===== src/rtl/matrix_defs.sv =====
// Shared matrix geometry and sequencer state encodings, reused by the
// datapath and the HPS bridge.
package matrix_defs;

  localparam int N_MAX  = 5;
  localparam int IDX_W  = 3;
  localparam int ADDR_W = 5;

  typedef enum logic [1:0] {
    ST_IDLE  = 2'd0,
    ST_WAIT  = 2'd1,
    ST_ISSUE = 2'd2,
    ST_DONE  = 2'd3
  } state_e;

endpackage : matrix_defs


===== src/rtl/rise_detect.sv =====
// One-cycle pulse on each rising edge of a level that is already
// registered in the clk_in domain.
module rise_detect (
  input  logic clk_in,
  input  logic rst_n,
  input  logic d,
  output logic pulse
);

  logic slow_q;

  always_ff @(posedge clk_in or negedge rst_n) begin
    if (!rst_n) begin
      slow_q <= 1'b0;
    end else begin
      slow_q <= d;
    end
  end

  assign pulse = d & ~slow_q;

endmodule : rise_detect


===== src/rtl/matrix_step_sequencer.sv =====
// Walks a size x size matrix row-major, issuing one element index per
// divided-clock step over a valid/ready handshake.
module matrix_step_sequencer #(
  parameter int N      = matrix_defs::N_MAX,
  parameter int IDX_W  = matrix_defs::IDX_W,
  parameter int ADDR_W = matrix_defs::ADDR_W
) (
  input  logic              clk_in,
  input  logic              rst_n,
  input  logic              slow_clk,
  input  logic              start,
  input  logic [IDX_W-1:0]  size,
  output logic              busy,
  output logic              done,
  output logic              err,
  output logic              elem_valid,
  input  logic              elem_ready,
  output logic [IDX_W-1:0]  row,
  output logic [IDX_W-1:0]  col,
  output logic [ADDR_W-1:0] addr,
  output logic              last
);

  import matrix_defs::*;

  if ((1 << IDX_W) <= N) begin : g_bad_idx_w
    $error("IDX_W too narrow for N");
  end
  if ((1 << ADDR_W) < N * N) begin : g_bad_addr_w
    $error("ADDR_W too narrow for N*N");
  end

  state_e            state_q, state_d;
  logic [IDX_W-1:0]  size_q,  size_d;
  logic [IDX_W-1:0]  row_q,   row_d;
  logic [IDX_W-1:0]  col_q,   col_d;
  logic [ADDR_W-1:0] addr_q,  addr_d;
  logic              last_q,  last_d;
  logic              valid_q, valid_d;
  logic              busy_q,  busy_d;
  logic              done_q,  done_d;
  logic              err_q,   err_d;

  logic              tick;
  logic              size_bad;
  logic [IDX_W-1:0]  smax;

  rise_detect u_rise_detect (
    .clk_in (clk_in),
    .rst_n  (rst_n),
    .d      (slow_clk),
    .pulse  (tick)
  );

  // row*N as a sum of shifted copies of row, one per set bit of N
  function automatic logic [ADDR_W-1:0] row_base(input logic [IDX_W-1:0] r);
    logic [ADDR_W-1:0] acc;
    acc = '0;
    for (int unsigned b = 0; b < 32; b++) begin
      if (((N >> b) & 1) != 0) begin
        acc = acc + (ADDR_W'(r) << b);
      end
    end
    return acc;
  endfunction

  assign size_bad = (size == '0) || (size > IDX_W'(N));
  assign smax     = size_q - IDX_W'(1);

  always_comb begin
    state_d = state_q;
    size_d  = size_q;
    row_d   = row_q;
    col_d   = col_q;
    addr_d  = addr_q;
    last_d  = 1'b0;
    valid_d = 1'b0;
    busy_d  = busy_q;
    done_d  = 1'b0;
    err_d   = err_q;

    unique case (state_q)
      ST_IDLE: begin
        if (start) begin
          size_d = size;
          busy_d = 1'b1;
          err_d  = size_bad;
          if (size_bad) begin
            state_d = ST_DONE;
            done_d  = 1'b1;
          end else begin
            state_d = ST_WAIT;
            row_d   = '0;
            col_d   = '0;
            addr_d  = '0;
          end
        end
      end

      // last is only ever raised together with valid
      ST_WAIT: begin
        if (tick) begin
          state_d = ST_ISSUE;
          valid_d = 1'b1;
          last_d  = (row_q == smax) && (col_q == smax);
        end
      end

      ST_ISSUE: begin
        valid_d = 1'b1;
        last_d  = last_q;
        if (elem_ready) begin
          valid_d = 1'b0;
          last_d  = 1'b0;
          if (last_q) begin
            state_d = ST_DONE;
            done_d  = 1'b1;
          end else begin
            state_d = ST_WAIT;
            if (col_q == smax) begin
              col_d = '0;
              row_d = row_q + IDX_W'(1);
            end else begin
              col_d = col_q + IDX_W'(1);
            end
            addr_d = row_base(row_d) + ADDR_W'(col_d);
          end
        end
      end

      ST_DONE: begin
        state_d = ST_IDLE;
        busy_d  = 1'b0;
      end

      default: begin
        state_d = ST_IDLE;
      end
    endcase
  end

  always_ff @(posedge clk_in or negedge rst_n) begin
    if (!rst_n) begin
      state_q <= ST_IDLE;
      size_q  <= '0;
      row_q   <= '0;
      col_q   <= '0;
      addr_q  <= '0;
      last_q  <= 1'b0;
      valid_q <= 1'b0;
      busy_q  <= 1'b0;
      done_q  <= 1'b0;
      err_q   <= 1'b0;
    end else begin
      state_q <= state_d;
      size_q  <= size_d;
      row_q   <= row_d;
      col_q   <= col_d;
      addr_q  <= addr_d;
      last_q  <= last_d;
      valid_q <= valid_d;
      busy_q  <= busy_d;
      done_q  <= done_d;
      err_q   <= err_d;
    end
  end

  assign busy       = busy_q;
  assign done       = done_q;
  assign err        = err_q;
  assign elem_valid = valid_q;
  assign row        = row_q;
  assign col        = col_q;
  assign addr       = addr_q;
  assign last       = last_q;

endmodule : matrix_step_sequencer

===== config.mk =====
export PLATFORM = sky130hd
export DESIGN_NAME = matrix_step_sequencer
export DESIGN_NICKNAME = d
export VERILOG_FILES = /design/src/rtl/matrix_defs.sv /design/src/rtl/rise_detect.sv /design/src/rtl/matrix_step_sequencer.sv
export SDC_FILE = /design/constraint.sdc
export NUM_CORES = 1
export LEC_CHECK = 0
export BUFFER_PORTS_ARGS = -buffer_cell sky130_fd_sc_hd__buf_2
export CAP_MARGIN = 10
export CORE_AREA = 4 4 54 56
export CTS_CLUSTER_SIZE = 14
export DETAILED_ROUTE_END_ITERATION = 16
export DIE_AREA = 0 0 58 60
export PLACE_DENSITY_LB_ADDON = 0.1
export SLEW_MARGIN = 20
export SYNTH_ARGS = -nofsm -noshare
export SYNTH_HDL_FRONTEND = slang
export SYNTH_HIERARCHICAL = 1
export SYNTH_SLANG_ARGS = --single-unit

===== constraint.sdc =====
create_clock -name clk_in -period 5.4 [get_ports clk_in]
set_input_delay 0.27 -clock clk_in [delete_from_list [all_inputs] [get_ports clk_in]]
set_output_delay 0.27 -clock clk_in [all_outputs]
set_load 0.005 [all_outputs]

### After elaboration in Yosys (flattened, before gate mapping)

Cells that the tools add are included.

* flip-flop bits (word level): 22
* bits of input ports: 8

* $add $sub $neg: 5
* magnitude comparators: 1
* eq/ne operators: 10
* multiplexer cells: 46
* bitwise gates (word level): 2
* reductions and logical operators: 10

Operators with widths (number)
* 5-bit 2-to-1 mux: 10
* 3-bit 2-to-1 mux: 14
* 3-bit one-hot mux with 2 select lines: 2
* 2-bit 2-to-1 mux: 5
* 2-bit inequality test (second input constant): 5
* 5-bit one-hot mux with 2 select lines: 1
* 1-bit 2-to-1 mux: 9
* 1-bit one-hot mux with 2 select lines: 4
* 2-bit one-hot mux with 4 select lines: 1
* 3-bit by 1-bit adder with 3-bit output (second input constant): 2
* 3-bit equality test: 2
* 5-bit by 3-bit adder with 5-bit output: 1
* 5-bit adder: 1
* 5-bit AND reduction: 1
* 2-bit equality test (second input constant): 2
* 2-bit AND reduction: 2
* 2-bit nonzero test: 2
* 3-bit > comparator (second input constant): 1
* 3-bit logical NOT: 1
* 3-bit AND reduction: 1
* 3-bit by 1-bit subtractor with 3-bit output (second input constant): 1
* 2-bit by 1-bit equality test with 1-bit output (second input constant): 1
* 2-bit logical NOT: 1
* 1-bit AND: 1
* 3 further kinds: 3

### Depth between registers and ports, before layout

Gate-level depths: netlist (run 1).

* depth in word-level cells: 17
* depth in mapped cells: 14
* gate-level depth less buffers: 13

### By module

Netlist (run 1), hierarchy kept.

By module, submodules not included
* matrix_step_sequencer: instances 1, cells each 135, area each 1327.5 um2, sequential area each 525.5 um2
* rise_detect: instances 1, cells each 2, area each 38.8 um2, sequential area each 25.0 um2

### Least setup slack after synthesis (run 1)

OpenSTA, ideal clock, no wires.

* kind: reg2reg
* start point: register size_q[0]
* end point: register addr_q[4], in the netlist addr[4]
* setup time: 76 ps
* data arrival time: 2924 ps
* slack: 2400 ps
* stages on the path, launching flop included: 14
* clock period less this slack: 3000 ps
* cell sequence: dfrtp_1 > inv_1 > ha_1 > xor3_1 > or3_1 > buf_2 > xnor2_1 > ha_1 > ha_1 > nor2b_1 > o21ai_0 > xor2_1 > xnor3_1 > o21ai_1

* cells in the longest elaborated chain, start to end: 17
* elaborated cells between the ends (all ways): 21
* those cells by class: add/sub (3); eq/ne (1); mux (17)

Ends and longest elaborated chain
* from (decl): line matrix_step_sequencer.sv:34 `logic [IDX_W-1:0] size_q, size_d;`
* from (signal assigned): line matrix_step_sequencer.sv:156 `size_q <= size_d;`
* 3-bit by 1-bit subtractor with 3-bit output (*): line matrix_step_sequencer.sv:68 `assign smax = size_q - IDX_W'(1);`
* 3-bit equality test (*): line matrix_step_sequencer.sv:120 `if (col_q == smax) begin`
* 3-bit 2-to-1 mux: line matrix_step_sequencer.sv:120
* 3-bit 2-to-1 mux: line matrix_step_sequencer.sv:115 `if (last_q) begin`
* 3-bit 2-to-1 mux: line matrix_step_sequencer.sv:112 `if (elem_ready) begin`
* 3-bit 2-to-1 mux: line matrix_step_sequencer.sv:82 `unique case (state_q)`
* 5-bit 2-to-1 mux: line matrix_step_sequencer.sv:115
* 5-bit 2-to-1 mux: line matrix_step_sequencer.sv:112
* 5-bit 2-to-1 mux: line matrix_step_sequencer.sv:82
* 5-bit adder: line matrix_step_sequencer.sv:61 `acc = acc + (ADDR_W'(r) << b);`
* 5-bit 2-to-1 mux: line matrix_step_sequencer.sv:115
* 5-bit 2-to-1 mux: line matrix_step_sequencer.sv:112
* 5-bit 2-to-1 mux: line matrix_step_sequencer.sv:82
* 5-bit by 3-bit adder with 5-bit output (*): line matrix_step_sequencer.sv:126 `addr_d = row_base(row_d) + ADDR_W'(col_d);`
* 5-bit 2-to-1 mux (*): line matrix_step_sequencer.sv:115
* 5-bit 2-to-1 mux (*): line matrix_step_sequencer.sv:112
* 5-bit one-hot mux with 2 select lines (*): line matrix_step_sequencer.sv:82
* to (signal assigned): line matrix_step_sequencer.sv:159 `addr_q <= addr_d;`
* to (decl): line matrix_step_sequencer.sv:37 `logic [ADDR_W-1:0] addr_q, addr_d;`

Mark *: on every way between the ends. The rest lies on a longest branch, timed or not. The select of a mux whose other input is x is not followed.
A chain may end at the register's enable or synchronous reset.

### Worst setup path after layout (run 1)

Ends and elaborated chain as after synthesis.

==> flow_summary.yaml, run 1 <==
sta:
  period_share_pct: 60.1
  worst_pin_slew_ns: 1.06
  fin_setup_tns_ns: 0
  drv_slew: 0
  setup_viol: 0
  skew_ns: 0.00261
  rsz0062_at_grt: "no"
  period_needed_ns: 3.24
  hold_viol: 0
  fmax_mhz: 308
  slew_headroom_pct: 29.1
synth:
  syn_inst: 137
  yosys.area.top_type: "dfrtp_1"
  synth_top_family_by_area: "simple AND/OR/NAND/NOR gates"
  synth_compound_area_share_pct: 12.8
  synthSimpleGateAreaFrac_pct: 17.3
  yosysWarnings: 6
  synthXorXnorAreaFrac_pct: 10.4
  avgSynthCellArea_sq_um: 9.97
  ys_top_cells_by_area: "dfrtp_1 40%, ha_1 11%, nand2_1 5.5%"
  synth_area_sq_mm: 0.00137
  synth_top_area_share_pct: 40.3
  ys_types: 38
  ys_ff_latch: 22
  synth_nets: 158
  synth_seq_area_share_pct: 40.3
  synth_mux_area_share_pct: 3.30
  synth_adder_area_share_pct: 12.5
place:
  dp_hpwl_um: 2090
  placed_area_sq_mm: 0.00151
  gp_congestion: 0.788
  port_buffers: 23
cts:
  post_cts_buffers: 0
  cts_tree: "done"
  cts-resized-gates: 0
  cts.path.max_buffers: 2
  cts-htree-levels: 1
  root_buffer: "clkbuf_4"
  cts_inserted_buffers: 3
  path_clk_slew_ns: 0.13
  clock_latency_ns: 0.32
  clock_sinks: 22
worst_setup_path:
  critical_path_class: "flip-flop to flip-flop"
  worstPathRequired_ns: 5.65
  path_max_fanout: 8
  cp.arrival_ns: 3.50
  end_kind: "flip-flop"
  startpoint_type: "flip-flop"
floorplanning:
  dieArea_sq_mm: 0.00348
  ioPinCount: 24
  die_w_um: 58
  dieHeight_um: 60
  fp-row-count: 18
  initial_utilization_pct: 56.2
  core-area_sq_mm: 0.00243
run:
  drv_cap: 0
run_status:
  status: "complete, no violations"
power_and_ir_drop:
  ir_drop_mv: 0.300
  powerDensity_mw_per_mm2: 533
  p_comb_share_pct: 56.5
  leakage_nw: 0.801
  swShare_pct: 43.3
  p_int_mw: 0.470
  clkPwrFrac_pct: 11.6
  power_switching_mw: 0.358
  seqPwrFrac_pct: 31.9
grt:
  grt_usage_pct: 17.8
  gr-total-overflow: 0
  grt_max_degree: 23
  grt_pass1_vias: 1090
  antenna_found_initial: 0
  grt_pass1_wl_um: 4720
detailed_routing:
  wire_per_inst_um: 14.2
  met3_length_um: 127
  drc: 0
  highest_layer: "met4"
  wl_met2_um: 1370
  drt-pass1-iter-count: 4
  drt_iter0_markers: 44
  routedLengthMet1_um: 1180
  vias: 1078
  drt-total-wl_um: 2720
  antenna_left: 0
  vias_per_cell: 5.61
layout:
  multiInputGateArea_sq_um: 769
  nets: 184
  regArea_sq_um: 551
  synthToLayoutAreaGrowth_pct: 13.6
  n_fill_cell: 199
  drive_gt1_share_pct: 21.0
  final_area_sq_mm: 0.00155
  diodes: 0
worst_hold_path:
  hold_path.class: "primary input to flip-flop"
layer usage:
layer / track usage (%) / vias up
li1: - / 522
met1: 22.3 / 519
met2: 30.5 / 32
met3: 2.81 / 5
met4: 7.28 / 0
met5: 0 / -
Yosys cell counts (all sizes together):
| master | number |
|---|---|
| xor2 | 5 |
| a21boi | 1 |
| mux2 | 4 |
| xnor3 | 1 |
| a21oi | 4 |
| fa | 1 |
| xor3 | 1 |
| o22ai | 1 |
| a221oi | 1 |
| nand2b | 2 |
| nor2b | 4 |
| and3 | 1 |
| xnor2 | 6 |
| dfrtp | 22 |
| nand3 | 5 |
| clkbuf | 2 |
| nand2 | 20 |
| nor2 | 4 |
| o21ai | 13 |
| a21o | 1 |
| inv | 9 |
| or4b | 2 |
| nor3b | 1 |
| o32ai | 1 |
| ha | 12 |
| nand4b | 1 |
| a22o | 2 |
| nor3 | 2 |
| and2 | 2 |
| a22oi | 1 |
| o21a | 1 |
| a211o | 1 |
| buf | 1 |
| a21bo | 1 |
| or3 | 1 |
power by group through the flow:
stage	combinational, mW	clock (mW)	sequential, mW
after floorplan	0.355	0	0.261
after global placement	0.452	0	0.264
after detailed placement	0.468	0	0.269
after CTS	0.473	0.0970	0.265
after global routing	0.526	0.103	0.273
final	0.468	0.0961	0.264
cell type report:
cell class | count | area share (%)
Sequential cell | 22 | 35.5
Clock buffer | 4 | 2.34
Tap cell | 30 | 2.42
Inverter | 9 | 2.18
Timing Repair Buffer | 24 | 8.06
Multi-Input combinational cell | 103 | 49.6
layout by cell type (no fill, tap or decap), drive strengths merged, types with 5 or more instances in the layout:
cell type  synthesis  layout
inv                9       9
buf                1      23
o21ai             13      13
nand3              5       5
nand2             20      20
xor2               5       5
ha                12      12
xnor2              6       6
dfrtp             22      22
path summary, 6_finish.rpt:
check	start	endpoint	slack, ns	cells after the start
hold / removal	slow_clk	u_rise_detect/slow_q$_DFF_PN0_	0.07	1
max in group asynchronous	rst_n	last$_DFFE_PN0N_	4.64	2
setup reg to reg	size_q[0]$_DFFE_PN0P_	addr[4]$_DFFE_PN0P_	2.16	12
setup / recovery	size_q[0]$_DFFE_PN0P_	addr[4]$_DFFE_PN0P_	2.16	12
hold reg to reg	addr[2]$_DFFE_PN0P_	addr[2]$_DFFE_PN0P_	0.49	2
min in group asynchronous	rst_n	col[2]$_DFFE_PN0P_	0.43	2
stage by stage:
stage	util (%)	hold slack, ns	power [mW]	instances	setup WS [ns]
floorplan	-	-0.0256	0.617	137	2.40
global placement	61.9	0.264	0.716	187	2.31
detailed placement	61.9	0.272	0.737	187	2.19
CTS	63.8	0.0661	0.835	192	2.15
global route	63.8	0.0604	0.902	192	1.88
finish	63.8	0.0657	0.828	192	2.16
critical path: stages (launching register included):
cell     delay, ns
dfrtp_1       0.45
inv_1         0.08
ha_1          0.19
xor3_1        0.26
or3_1         0.52
xnor2_1       0.25
ha_1          0.27
ha_1          0.32
nor2b_1       0.15
o21ai_0       0.18
xor2_1        0.18
xnor3_1       0.24
o21ai_1       0.12
cells by family (layout without fill, tap and decap cells):
kind of cell	count (synthesis)	after routing
compound gates	28	28
xor+xnor	13	13
fa+ha+maj	13	13
buf+inv	12	37
flops	22	22
mux	4	4
simple gates	45	45
what timing repair did:
action                                  4_1_cts  5_1_grt
endpoints found under the setup margin        0        0
endpoints found under the hold margin        22        0
hold buffers                                  1        0
flip-flops by register name, indices dropped and copies added (netlist names):
name,flops
done,1
row,3
last,1
err,1
state_q,2
col,3
size_q,3
elem_valid,1
u_rise_detect/slow_q,1
busy,1
addr,5
(Power assumes the default switching activity.)
==> run 2, diff against run 1 <==
CORE_AREA = 4 4 55 57   (was 4 4 54 56)
DIE_AREA = 0 0 59 61   (was 0 0 58 60)
clock period = 3.2 ns   (was 5.4 ns; I/O delays follow)
==> run 2 against run 1 <==
Die area increased by 3.4%. Power increased by 76%. Via count decreased by 1.7%. Largest power group unchanged. First-iteration DRC count decreased by 68%.
==> flow_summary.yaml, run 2 (synthesis results as in run 1) <==
run_status:
  status: "complete, no violations"
layout:
  most-common-layout-cells: "23 x buf_2, 22 x dfrtp_1, 20 x nand2_1"
  synthToLayoutAreaGrowth_pct: 16.9
  final_area_sq_mm: 0.00160
  regArea_sq_um: 551
  largest_register_ffs: 5
  final_common_cell: "buf_2"
  nets: 188
  diodes: 0
  final-instance-count-excl-fill: 196
  n_fill_cell: 220
  multiInputGateArea_sq_um: 782
  drive_gt1_share_pct: 23.5
cts:
  clock_sinks: 22
  cts_tree: "done"
  clock_latency_ns: 0.30
  path_clk_slew_ns: 0.12
  cts.path.max_buffers: 2
  cts-htree-levels: 1
  root_buffer: "clkbuf_4"
  cts_inserted_buffers: 3
power_and_ir_drop:
  swShare_pct: 41.9
  power_switching_mw: 0.611
  clkPwrFrac_pct: 10.4
  powerDensity_mw_per_mm2: 911
  p_comb_share_pct: 59.4
  p_total_mw: 1.46
  ir_drop_mv: 0.644
  p_int_mw: 0.845
  seqPwrFrac_pct: 30.2
  leakage_nw: 0.829
detailed_routing:
  drt_iter0_markers: 14
  vias: 1060
  drt-pass1-iter-count: 4
  wire_per_inst_um: 13.8
  drt-total-wl_um: 2700
  drc: 0
  antenna_left: 0
  vias_per_cell: 5.41
grt:
  grt_pass1_wl_um: 4710
  grt_pass1_vias: 1142
  grt_usage_pct: 17.2
  grt_max_degree: 23
  gr-total-overflow: 0
  antenna_found_initial: 0
sta:
  skew_ns: 0.00421
  fin_setup_tns_ns: 0
  hold_viol: 0
  worst_pin_slew_ns: 0.997
  setup_viol: 0
  slew_headroom_pct: 33.1
  drv_slew: 0
  period_needed_ns: 3.01
  fmax_mhz: 332
  fin_ws_ns: 0.192
  rsz0062_at_grt: "no"
  period_share_pct: 94.0
worst_setup_path:
  reg2reg_slack_ns: 0.19
  cp.arrival_ns: 3.25
  r2r-start: "size_q[0]$_DFFE_PN0P_"
  end_kind: "flip-flop"
  worstPathRequired_ns: 3.44
  r2r_cells: 12
  r2r_end: "addr[4]$_DFFE_PN0P_"
  startpoint_type: "flip-flop"
  path_max_fanout: 3
  critical_path_class: "flip-flop to flip-flop"
place:
  port_buffers: 23
  placed_area_sq_mm: 0.00151
  gp_congestion: 0.839
  dp_cells: 188
  dp_hpwl_um: 2060
  dp_slack_ns: 0.0274
worst_hold_path:
  worstHoldStart: "elem_ready"
  hold_path.class: "primary input to flip-flop"
  hold_path_depth: 2
  min_to: "last$_DFFE_PN0N_"
floorplanning:
  dieArea_sq_mm: 0.00360
  dieHeight_um: 61
  core-area_sq_mm: 0.00248
  die_w_um: 59
  fp-row-count: 18
  initial_utilization_pct: 55.2
  ioPinCount: 24
run:
  drv_cap: 0
-- run 2: worst max path at each step --
stage | startpoint | end | slack (ns)
finish | size_q[0]$_DFFE_PN0P_ | addr[4]$_DFFE_PN0P_ | 0.19
global route | size_q[1]$_DFFE_PN0P_ | addr[4]$_DFFE_PN0P_ | 0.01
CTS | size_q[0]$_DFFE_PN0P_ | addr[4]$_DFFE_PN0P_ | 0.09
detailed placement | size_q[0]$_DFFE_PN0P_ | addr[4]$_DFFE_PN0P_ | 0.03
global placement | size_q[0]$_DFFE_PN0P_ | addr[4]$_DFFE_PN0P_ | 0.19
floorplan | size_q[0]$_DFFE_PN0P_ | addr[4]$_DFFE_PN0P_ | 0.20
-- run 2: critical path, cell delays in order (launching register included) --
cell and delay (ns):
dfrtp_1 0.37, inv_1 0.05, ha_1 0.34, xnor2_1 0.18
or3_4 0.40, xnor2_2 0.15, ha_1 0.31, ha_1 0.32
nor2b_1 0.14, o21ai_1 0.14, xor2_1 0.18, xnor3_1 0.24
o21ai_1 0.12
-- run 2: timing repair --
action                                 4_1_cts  5_1_grt
hold buffers                                 2        0
pin swaps                                    1        0
setup endpoints to repair                    1        1
resized for setup                            0        3
endpoints found under the hold margin       23        0
buffers inserted                             2        0
-- run 2: cell type report --
cell class	count	share of cell area (%)
multi-input cells	103	48.9
flip-flops and latches	22	34.5
repair buffers	28	9.87
well taps	30	2.35
clock buffers	4	2.27
inverters	9	2.11
-- run 2: power by group through the flow --
stage / clock network (mW) / registers (mW) / logic (mW)
6_report: 0.152 / 0.440 / 0.864
5_1_grt: 0.175 / 0.452 / 0.981
4_1_cts: 0.160 / 0.439 / 0.850
3_5_place_dp: 0 / 0.452 / 0.815
3_3_place_gp: 0 / 0.446 / 0.786
2_1_floorplan: 0 / 0.441 / 0.600
-- run 2: routing by layer --
layer / share of wire, % / GRT usage [%] / wire, um / up-vias
li1: - / - / - / 531
met1: 45 / 19.8 / 1210 / 510
met2: 51 / 31.9 / 1380 / 17
met3: 3.5 / 2.98 / 94 / 2
met4: 0.70 / 6.47 / 19 / 0
met5: 0 / 0 / 0 / -
-- run 2: stage by stage --
stage / utilization, % / hold slack (ns)
after floorplan: - / -0.136
after global placement: 61.1 / 0.154
after detailed placement: 61.1 / 0.163
after CTS: 64.0 / 0.0164
after global routing: 64.5 / 0.0109
final: 64.5 / 0.0243
